<file path="config.mk">
export PLATFORM = sky130hd
export DESIGN_NAME = draw_grid_status
export DESIGN_NICKNAME = d
export VERILOG_FILES = /design/src/rtl/vga_pkg.sv /design/src/rtl/delay.sv /design/src/rtl/draw_grid_status.sv
export SDC_FILE = /design/constraint.sdc
export NUM_CORES = 1
export LEC_CHECK = 0
export BUFFER_PORTS_ARGS = -buffer_cell sky130_fd_sc_hd__buf_4
export CAP_MARGIN = 40
export CORE_UTILIZATION = 24
export DETAILED_ROUTE_END_ITERATION = 8
export PLACE_DENSITY = 0.48
export SLEW_MARGIN = 20
export SYNTH_ARGS = -nofsm -noshare
export SYNTH_HDL_FRONTEND = slang
export SYNTH_SLANG_ARGS = --single-unit
</file>
<file path="constraint.sdc">
create_clock -name clk -period 3.91 [get_ports clk]
set_input_delay 0.782 -clock clk [delete_from_list [all_inputs] [get_ports clk]]
set_output_delay 0.782 -clock clk [all_outputs]
set_load 0.1 [all_outputs]
</file>
<file path="src/rtl/vga_pkg.sv">
// Shared VGA-pipeline types: board cell status, paint colours and pixel classes.
package vga_pkg;

  typedef enum logic [1:0] {
    ST_EMPTY = 2'd0,
    ST_SHIP  = 2'd1,
    ST_HIT   = 2'd2,
    ST_MISS  = 2'd3
  } status_t;

  localparam logic [11:0] SHIP_RGB   = 12'h888;
  localparam logic [11:0] HIT_RGB    = 12'hF00;
  localparam logic [11:0] MISS_RGB   = 12'h00F;
  localparam logic [11:0] CURSOR_RGB = 12'hFF0;

  typedef enum logic [2:0] {
    PIX_BLANK  = 3'd0,
    PIX_OUT    = 3'd1,
    PIX_BORDER = 3'd2,
    PIX_CURSOR = 3'd3,
    PIX_FILL   = 3'd4
  } pix_class_t;

  // Empty cells let the background from earlier pipeline stages show through.
  function automatic logic [11:0] status_rgb(input logic [1:0] status,
                                             input logic [11:0] base_rgb);
    case (status)
      ST_SHIP: return SHIP_RGB;
      ST_HIT:  return HIT_RGB;
      ST_MISS: return MISS_RGB;
      default: return base_rgb;
    endcase
  endfunction

endpackage

</file>
<file path="src/rtl/delay.sv">
// Fixed-depth register delay line with asynchronous active-low clear.
`default_nettype none
module delay #(
  parameter int WIDTH   = 38,
  parameter int CLK_DEL = 1
) (
  input  logic             clk,
  input  logic             rst,
  input  logic [WIDTH-1:0] din,
  output logic [WIDTH-1:0] dout
);

  logic [WIDTH-1:0] pipe [CLK_DEL];

  always_ff @(posedge clk or negedge rst) begin
    if (!rst) begin
      for (int i = 0; i < CLK_DEL; i++) pipe[i] <= '0;
    end else begin
      pipe[0] <= din;
      for (int i = 1; i < CLK_DEL; i++) pipe[i] <= pipe[i-1];
    end
  end

  assign dout = pipe[CLK_DEL-1];

endmodule
`default_nettype wire

</file>
<file path="src/rtl/draw_grid_status.sv">
// Paints board cells by their memory status and overlays a blinking cursor ring,
// forwarding VGA timing with a constant MEM_LAT+2 cycle latency.
`default_nettype none
module draw_grid_status
  import vga_pkg::*;
#(
  parameter int X_POS        = 0,
  parameter int Y_POS        = 0,
  parameter int GRID_ROWS    = 12,
  parameter int GRID_COLUMNS = 12,
  parameter int CELL_LOG2    = 5,
  parameter int BORDER_WIDTH = 2,
  parameter int ADDR_W       = 8,
  parameter int MEM_LAT      = 1,
  parameter int BLINK_FRAMES = 30
) (
  input  logic              clk,
  input  logic              rst,
  input  logic [10:0]       in_hcount,
  input  logic [10:0]       in_vcount,
  input  logic              in_hsync,
  input  logic              in_vsync,
  input  logic              in_hblnk,
  input  logic              in_vblnk,
  input  logic [11:0]       in_rgb,
  input  logic [1:0]        grid_status,
  input  logic              cursor_en,
  input  logic [ADDR_W-1:0] cursor_row,
  input  logic [ADDR_W-1:0] cursor_col,
  output logic [ADDR_W-1:0] grid_addr,
  output logic [10:0]       out_hcount,
  output logic [10:0]       out_vcount,
  output logic              out_hsync,
  output logic              out_vsync,
  output logic              out_hblnk,
  output logic              out_vblnk,
  output logic [11:0]       out_rgb
);

  localparam int CELL   = 1 << CELL_LOG2;
  localparam int GRID_W = GRID_COLUMNS << CELL_LOG2;
  localparam int GRID_H = GRID_ROWS << CELL_LOG2;
  localparam int FC_W   = (BLINK_FRAMES > 1) ? $clog2(BLINK_FRAMES) : 1;

  typedef enum logic {
    BLINK_ON  = 1'b0,
    BLINK_OFF = 1'b1
  } blink_t;

  logic [10:0]          rx, ry, col, row;
  logic [CELL_LOG2-1:0] lx, ly;
  logic                 in_grid, is_border, is_ring, on_cursor;
  logic [ADDR_W-1:0]    addr_next;
  pix_class_t           cls_next, cls_s1, cls_out;
  logic [2:0]           cls_dly;
  logic                 vs_prev, vs_rise;
  logic [ADDR_W-1:0]    cur_row, cur_col;
  blink_t               blink;
  logic [FC_W-1:0]      frame_cnt;
  logic [37:0]          vga_dly;
  logic [11:0]          rgb_next;

  // Subtraction wraps, so pixels left of / above the grid land far outside it.
  assign rx      = in_hcount - 11'(X_POS);
  assign ry      = in_vcount - 11'(Y_POS);
  assign in_grid = (32'(rx) < GRID_W) && (32'(ry) < GRID_H);
  assign col     = rx >> CELL_LOG2;
  assign row     = ry >> CELL_LOG2;
  assign lx      = rx[CELL_LOG2-1:0];
  assign ly      = ry[CELL_LOG2-1:0];

  assign addr_next = ADDR_W'(32'(row) * 32'(GRID_COLUMNS) + 32'(col));
  assign is_border = (32'(lx) < BORDER_WIDTH) || (32'(ly) < BORDER_WIDTH);
  assign is_ring   = (32'(lx) < 2 * BORDER_WIDTH) || (32'(ly) < 2 * BORDER_WIDTH) ||
                     (32'(lx) >= CELL - BORDER_WIDTH) || (32'(ly) >= CELL - BORDER_WIDTH);
  assign on_cursor = (32'(row) == 32'(cur_row)) && (32'(col) == 32'(cur_col));
  assign vs_rise   = in_vsync && !vs_prev;

  always_comb begin
    if (in_hblnk || in_vblnk)                                   cls_next = PIX_BLANK;
    else if (!in_grid)                                          cls_next = PIX_OUT;
    else if (is_border)                                         cls_next = PIX_BORDER;
    else if (is_ring && on_cursor && cursor_en && blink == BLINK_ON) cls_next = PIX_CURSOR;
    else                                                        cls_next = PIX_FILL;
  end

  always_ff @(posedge clk or negedge rst) begin
    if (!rst) begin
      grid_addr <= '0;
      cls_s1    <= PIX_BLANK;
    end else begin
      if (in_grid) grid_addr <= addr_next;
      cls_s1 <= cls_next;
    end
  end

  // Cursor is only re-read at frame start so it never moves mid-frame.
  always_ff @(posedge clk or negedge rst) begin
    if (!rst) begin
      vs_prev <= 1'b0;
      cur_row <= '0;
      cur_col <= '0;
    end else begin
      vs_prev <= in_vsync;
      if (vs_rise) begin
        cur_row <= cursor_row;
        cur_col <= cursor_col;
      end
    end
  end

  always_ff @(posedge clk or negedge rst) begin
    if (!rst) begin
      blink     <= BLINK_ON;
      frame_cnt <= '0;
    end else if (!cursor_en) begin
      blink     <= BLINK_ON;
      frame_cnt <= '0;
    end else if (vs_rise) begin
      if (frame_cnt == FC_W'(BLINK_FRAMES - 1)) begin
        frame_cnt <= '0;
        blink     <= (blink == BLINK_ON) ? BLINK_OFF : BLINK_ON;
      end else begin
        frame_cnt <= frame_cnt + 1'b1;
      end
    end
  end

  delay #(.WIDTH(38), .CLK_DEL(MEM_LAT + 1)) u_vga_delay (
    .clk  (clk),
    .rst  (rst),
    .din  ({in_hcount, in_vcount, in_hsync, in_vsync, in_hblnk, in_vblnk, in_rgb}),
    .dout (vga_dly)
  );

  delay #(.WIDTH(3), .CLK_DEL(MEM_LAT)) u_class_delay (
    .clk  (clk),
    .rst  (rst),
    .din  (cls_s1),
    .dout (cls_dly)
  );

  assign cls_out = pix_class_t'(cls_dly);

  always_comb begin
    rgb_next = vga_dly[11:0];
    case (cls_out)
      PIX_BLANK:  rgb_next = 12'h000;
      PIX_CURSOR: rgb_next = CURSOR_RGB;
      PIX_FILL:   rgb_next = status_rgb(grid_status, vga_dly[11:0]);
      default:    rgb_next = vga_dly[11:0];
    endcase
  end

  always_ff @(posedge clk or negedge rst) begin
    if (!rst) begin
      {out_hcount, out_vcount, out_hsync, out_vsync, out_hblnk, out_vblnk} <= '0;
      out_rgb <= '0;
    end else begin
      {out_hcount, out_vcount, out_hsync, out_vsync, out_hblnk, out_vblnk} <= vga_dly[37:12];
      out_rgb <= rgb_next;
    end
  end

endmodule
`default_nettype wire
</file>
==> impl_metrics.json, run 1 <==
{
  "path_class": "input pin to register",
  "ctsResizeCount": 0,
  "drt-initial-drc-count": 127,
  "cts_sinks": 150,
  "io_buffers": 104,
  "final.min_clock_period_ps": 2400,
  "rows": 53,
  "fp.dieArea_mm2": 0.0220,
  "die_w_um": 148,
  "clock-skew-final_ps": 7.54,
  "cts_buffers": 17,
  "clock_path_buffers": 2,
  "io_pins": 105,
  "period_share": 0.614,
  "antenna_found_initial": 0,
  "ctsRootBufferMaster": "clkbuf_16",
  "power.share.combinational": 0.170,
  "route.detailed.drc": 0,
  "slew_headroom": 0.603,
  "drtPass1Iterations": 4,
  "syn_to_final_growth_pct": 34.1,
  "critical_path.cell_chain": "buf_4 -> ha_1 -> fa_1 -> xor2_1 -> ha_1 -> inv_1 -> o21ba_2 -> or4_1 -> nand3_1",
  "hpwl_mm": 7.57,
  "timing.final.max_slew_violations": 0,
  "regArea_mm2": 0.00375,
  "crit_path_end_kind": "register",
  "vias": 3098,
  "ys_ff_latch": 150,
  "dieHeight_um": 148,
  "n_fill_cell": 2083,
  "viasPerCell": 3.96,
  "setup_viol": 0,
  "drv_cap": 0,
  "grt_pass1_wl_mm": 17.2,
  "netlist_area_mm2": 0.00513,
  "grt_overflow": 0,
  "synth-main-ff-cell": "dfrtp_1",
  "drt_wl_total_mm": 10.7,
  "ys_warn_count": 0,
  "vdd_drop_max_mv": 0.192,
  "htree_levels": 4,
  "synth_async_sr_flop_share": 1.00,
  "clkPwrFrac": 0.407,
  "switching_power_uw": 1240,
  "cp_data_arrival_time_ps": 2750,
  "crit_top_cell": "ha_1",
  "critPathMaxFanout": 4,
  "switching_share": 0.305,
  "wl_per_cell_um": 13.7,
  "cpPeakStageDelay_ps": 400,
  "intPower_uw": 2820,
  "finalPower_uw": 4050,
  "cts_hold_repair.buffers": 0,
  "start_kind": "input pin",
  "yosys-top-cells-count": "150 x dfrtp_1, 80 x nand2_1, 21 x o21ai_0",
  "rsz0062_at_grt": "false",
  "clk_pin_slew_ps": 70,
  "tns_ps": 0,
  "holdCritPathClass": "input pin to async pin",
  "cp_slowest_cell": "fa_1",
  "synth_edf_count": 0,
  "post_cts_buffers": 0,
  "ys_types": 39,
  "diodes": 0,
  "placed_area_mm2": 0.00625,
  "drive_above_1_share": 0.292,
  "core-area_mm2": 0.0210,
  "synth_top_area_cell": "dfrtp_1",
  "synthesis.nets": 456,
  "grt_pass1_vias": 3238,
  "synth_seq_area_share": 0.731,
  "nets": 571,
  "gp_congestion": 0.745,
  "yosysTopAreaCellShare": 0.731,
  "ys_top_cells_by_area": "dfrtp_1 73%, nand2_1 5.8%, ha_1 3.9%",
  "clk_latency_ps": 420,
  "grt_max_degree": 92,
  "status": "finished, final reports clean",
  "syn_area_per_cell_um2": 13.5,
  "hold_viol": 0,
  "track_usage": 0.105,
  "cts_tree": "yes",
  "tightestPinTransition_ps": 594,
  "ant_nets": 0,
  "fmax_ghz": 0.417,
  "pwr-share-seq": 0.423,
  "p_per_area_mw_per_mm2": 589,
  "p_leak_uw": 0.00331,
  "synth.most_common_cell": "dfrtp_1",
  "initial_utilization": 0.244,
  "multi_input_area_mm2": 0.00130,
  "required_ps": 4260,
  "syn_inst": 379,
  "fin_area_mm2": 0.00688
}
## per-layer routing
layer | global-route usage | wire length [µm] | up-vias
met1 | 0.130 | 4760 | 1500
met5 | 0 | 0 | -
li1 | - | - | 1490
met2 | 0.163 | 5060 | 96
met4 | 0.0531 | 192 | 0
met3 | 0.0359 | 677 | 12
## through the flow
step / instances / util / worst slack (ps) / hold slack [ps]
2_1_floorplan: 379 / - / 1320 / 331
3_3_place_gp: 748 / 0.297 / 1120 / 332
3_5_place_dp: 749 / 0.297 / 1120 / 335
4_1_cts: 781 / 0.326 / 1540 / 343
5_1_grt: 782 / 0.327 / 1440 / 165
6_report: 782 / 0.327 / 1510 / 180
## power by group through the flow
stage	logic, µW	clock network [µW]	registers [µW]
after global routing	736	1770	1730
final	689	1650	1720
after floorplan	139	0	2070
after global placement	691	0	1740
after detailed placement	696	0	1750
after CTS	698	1700	1720
## flip-flops by register name, indices dropped and copies added (netlist names)
signal / count
u_vga_delay.dout: 38
blink: 1
out_rgb: 12
out_vcount: 11
frame_cnt: 5
out_vsync: 1
cur_row: 8
grid_addr: 8
out_hcount: 11
cls_s1: 3
u_vga_delay.pipe: 38
cur_col: 8
out_hsync: 1
out_vblnk: 1
u_class_delay.dout: 3
out_hblnk: 1
## worst paths after layout
check | slack (ps) | endpoint | cells past startpoint | from
setup / recovery | 1510 | grid_addr[7] | 9 | in_vcount[5]
hold / removal | 180 | out_rgb[9] | 1 | rst
setup reg to reg | 1950 | cls_s1[1] | 4 | cur_row[7]
hold reg to reg | 340 | u_vga_delay.dout[35] | 0 | u_vga_delay.pipe[73]
max in group asynchronous | 3120 | grid_addr[0] | 2 | rst
min in group clk | 340 | u_vga_delay.dout[35] | 0 | u_vga_delay.pipe[73]
## worst max-delay path: cells and delay by family
family,cells,cell delay (ps)
adders and majority gates,3,910
xor gates and xnor gates,1,180
and+or+nand+nor,2,480
AOI/OAI and AO/OA,1,220
buffers and inverters,2,190
## area by class of cell
class,count,share of cell area
sequential,150,0.545
clock buffer,18,0.0638
tap,275,0.0500
multi-input combinational,209,0.188
timing repair buffer,108,0.124
inverter,8,0.00436
clock inverter,14,0.0240
## cell families (layout without fill, tap and decap cells)
family / after synthesis / count (layout) / synth area share
xor gates and xnor gates: 18 / 18 / 0.0307
and+or+nand+nor: 122 / 122 / 0.108
DFF: 150 / 150 / 0.731
buffers and inverters: 20 / 148 / 0.0161
adders and majority gates: 18 / 18 / 0.0468
AOI/OAI and AO/OA: 47 / 47 / 0.0587
muxes: 4 / 4 / 0.00877
## placed cells by master (no fill, tap or decap), types with 4 or more instances in the layout
master / instances
xor2_1: 10
inv_1: 8
nand2_1: 80
mux2_2: 4
xnor2_1: 8
ha_1: 16
a21o_1: 4
buf_4: 104
dfrtp_1: 150
and2_1: 4
clkbuf_16: 17
nand3_1: 11
a21oi_1: 6
o21ai_0: 21
nand4_1: 6
clkinv_4: 4
nor2_1: 6
(Power assumes the default switching activity.)
==> run 2: changes to the inputs <==
--- a/config.mk
+++ b/config.mk
@@ -5,11 +5,12 @@
 export SDC_FILE = /design/constraint.sdc
 export NUM_CORES = 1
 export LEC_CHECK = 0
+export ABC_AREA = 1
 export BUFFER_PORTS_ARGS = -buffer_cell sky130_fd_sc_hd__buf_4
 export CAP_MARGIN = 40
 export CORE_UTILIZATION = 24
 export DETAILED_ROUTE_END_ITERATION = 8
-export PLACE_DENSITY = 0.48
+export PLACE_DENSITY = 0.5
 export SLEW_MARGIN = 20
 export SYNTH_ARGS = -nofsm -noshare
 export SYNTH_HDL_FRONTEND = slang
==> constraint.sdc (replaced) <==
create_clock -name clk -period 2.2 [get_ports clk]
set_input_delay 0.44 -clock clk [delete_from_list [all_inputs] [get_ports clk]]
set_output_delay 0.44 -clock clk [all_outputs]
set_load 0.1 [all_outputs]
==> run 2 against run 1 <==
  * Largest power group unchanged
  * Non-clock buffer count rose by 7
  * Sequential power rose by 76%
  * Clock skew barely moved
  * Core utilization rose by 0.38 points
  * Final cell count rose by 9.8%
  * First-iteration DRC count fell by 14%
  * Critical endpoint unchanged
  * Worst hold slack got worse by 50 ps
==> impl_metrics.json, run 2 <==
{
  "status": "finished, final reports clean",
  "setup_ws_ps": 310,
  "io_pins": 105,
  "yosys-top-cells-count": "150 x dfrtp_1, 131 x nand2_1, 42 x inv_1",
  "r2r.worst_path.cells": 5,
  "rsz0062_at_grt": "false",
  "start_kind": "input pin",
  "syn_area_per_cell_um2": 11.8,
  "drt_wl_total_mm": 10.7,
  "placed_cells": 826,
  "grt-busiest-layer": "met2",
  "antenna_found_initial": 0,
  "grt_util_met3": 0.0358,
  "clk_pin_slew_ps": 60,
  "route.detailed.drc": 0,
  "final.min_clock_period_ps": 1890,
  "fmax_ghz": 0.529,
  "holdCritPathClass": "input pin to register",
  "ys_top_cells_by_area": "dfrtp_1 72%, nand2_1 9.5%, ha_1 3.9%",
  "yosysTopAreaCellShare": 0.723,
  "syn_to_final_growth_pct": 34.6,
  "holdPathStages": 1,
  "vias": 3315,
  "tightestPinTransition_ps": 440,
  "p_per_area_mw_per_mm2": 1000,
  "vdd_drop_max_mv": 0.535,
  "synthesis.nets": 516,
  "slew_headroom": 0.703,
  "io_buffers": 104,
  "period_share": 0.859,
  "initial_utilization": 0.246,
  "syn_inst": 439,
  "place_ws_ps": -82.0,
  "required_ps": 2500,
  "clk_latency_ps": 420,
  "r2r_end": "blink",
  "mostFrequentLayoutCell": "dfrtp_1",
  "timing.rr.start": "frame_cnt[1]",
  "reg2reg_slack_ps": 710,
  "crit_path_end_kind": "register",
  "path_class": "input pin to register",
  "layout_common_cells": "150 x dfrtp_1, 131 x nand2_1, 112 x buf_4",
  "drive_above_1_share": 0.276,
  "hpwl_mm": 7.94,
  "synth.most_common_cell": "dfrtp_1",
  "nets": 648,
  "ys_types": 29,
  "dieHeight_um": 149,
  "clock-skew-final_ps": 7.29,
  "cts_buffers": 17,
  "track_usage": 0.105,
  "die_w_um": 149,
  "tns_ps": 0,
  "post_cts_buffers": 0,
  "viasPerCell": 3.86,
  "ant_nets": 0,
  "synth-main-ff-cell": "dfrtp_1",
  "stdcell_count": 859,
  "ctsRootBufferMaster": "clkbuf_16",
  "ys_warn_count": 0,
  "synth_async_sr_flop_share": 1.00,
  "ys_ff_latch": 150,
  "fp.dieArea_mm2": 0.0222,
  "hp-start": "in_hsync",
  "synth_edf_count": 0,
  "drv_cap": 0,
  "cts_sinks": 150,
  "netlist_area_mm2": 0.00519,
  "grt_pass1_wl_mm": 17.5,
  "grt_use_met2": 0.171,
  "use_met1": 0.127,
  "drt-initial-drc-count": 109,
  "critPathMaxFanout": 4,
  "cts_tree": "yes",
  "grt_max_degree": 71,
  "clock_path_buffers": 2,
  "cp_data_arrival_time_ps": 2190,
  "htree_levels": 4,
  "p_leak_uw": 0.00354,
  "hold_viol": 0,
  "synth_seq_area_share": 0.723,
  "core-area_mm2": 0.0211,
  "gp_congestion": 0.788,
  "drtPass1Iterations": 4,
  "grt_overflow": 0,
  "wl_per_cell_um": 12.4,
  "diodes": 0,
  "timing.final.max_slew_violations": 0,
  "rows": 53,
  "setup_viol": 0,
  "grt_pass1_vias": 3489,
  "worstHoldEndpoint": "u_vga_delay.pipe[53]",
  "synth_top_area_cell": "dfrtp_1"
}
==> run 2: power breakdown <==
part / leakage [µW] / internal, µW / switching [µW]
clock: 0.000283 / 1610 / 1180
sequential: 0.00181 / 2950 / 81.4
combinational: 0.00144 / 302 / 890
total: 0.00354 / 4860 / 2150
==> run 2: cells by family (layout without fill, tap and decap cells) <==
family	after synthesis	after routing	synth area share
AO/OA/AOI/OAI	28	28	0.0311
XOR/XNOR	5	5	0.00844
adder cells (fa/ha/maj)	18	18	0.0463
buffers and inverters	47	192	0.0345
flip-flops	150	150	0.723
multiplexers	2	2	0.00410
AND/OR/NAND/NOR	189	189	0.152
==> run 2: how the worst max path moves through the flow <==
| stage | from | to | slack (ps) | cells after the start |
|---|---|---|---|---|
| finish | in_vcount[5] | grid_addr[7] | 310 | 12 |
| global route | in_vcount[5] | grid_addr[6] | 170 | 10 |
| CTS | in_vcount[5] | grid_addr[7] | 370 | 12 |
| detailed placement | in_vcount[5] | grid_addr[7] | -80 | 12 |
| global placement | in_vcount[5] | grid_addr[6] | -40 | 10 |
| floorplan | in_vcount[5] | grid_addr[7] | 150 | 11 |
==> run 2: layout make-up <==
cell class	count	area (µm²)
timing repair buffer	115	882
sequential	150	3750
clock buffer	18	439
multi-input combinational	242	1260
clock inverter	14	139
fill	2141	14100
inverter	45	171
tap	275	344
==> run 2: what timing repair did <==
item | CTS | global route
endpoints found under the hold margin | 46 | 0
resized for setup | 0 | 0
hold buffers | 1 | 0
==> run 2: metal layers <==
layer  share of wire  wire length (µm)  up-vias
li1                -                 -     1636
met1            0.45              4840     1575
met2            0.48              5100       90
met3           0.053               563       14
met4           0.018               193        0
met5               0                 0        -
==> run 2: worst max-delay path: stages <==
cell     delay, ps
buf_4          110
ha_1           210
fa_1           440
ha_1           330
a21oi_1        160
nand2_1         90
nand2_1         90
nand2_1         70
nand2_1         70
nand2_1         50
nand3_1         70
nand2_1         50
==> run 2: metrics by stage <==
step / power, µW / hold WS, ps / utilization / area, µm²
after global routing: 7350 / 103 / 0.331 / 6990
after floorplan: 3860 / 144 / - / 5190
after detailed placement: 4290 / 335 / 0.303 / 6400
after CTS: 7140 / 104 / 0.331 / 6990
final: 7010 / 130 / 0.331 / 6990
after global placement: 4270 / 332 / 0.303 / 6400
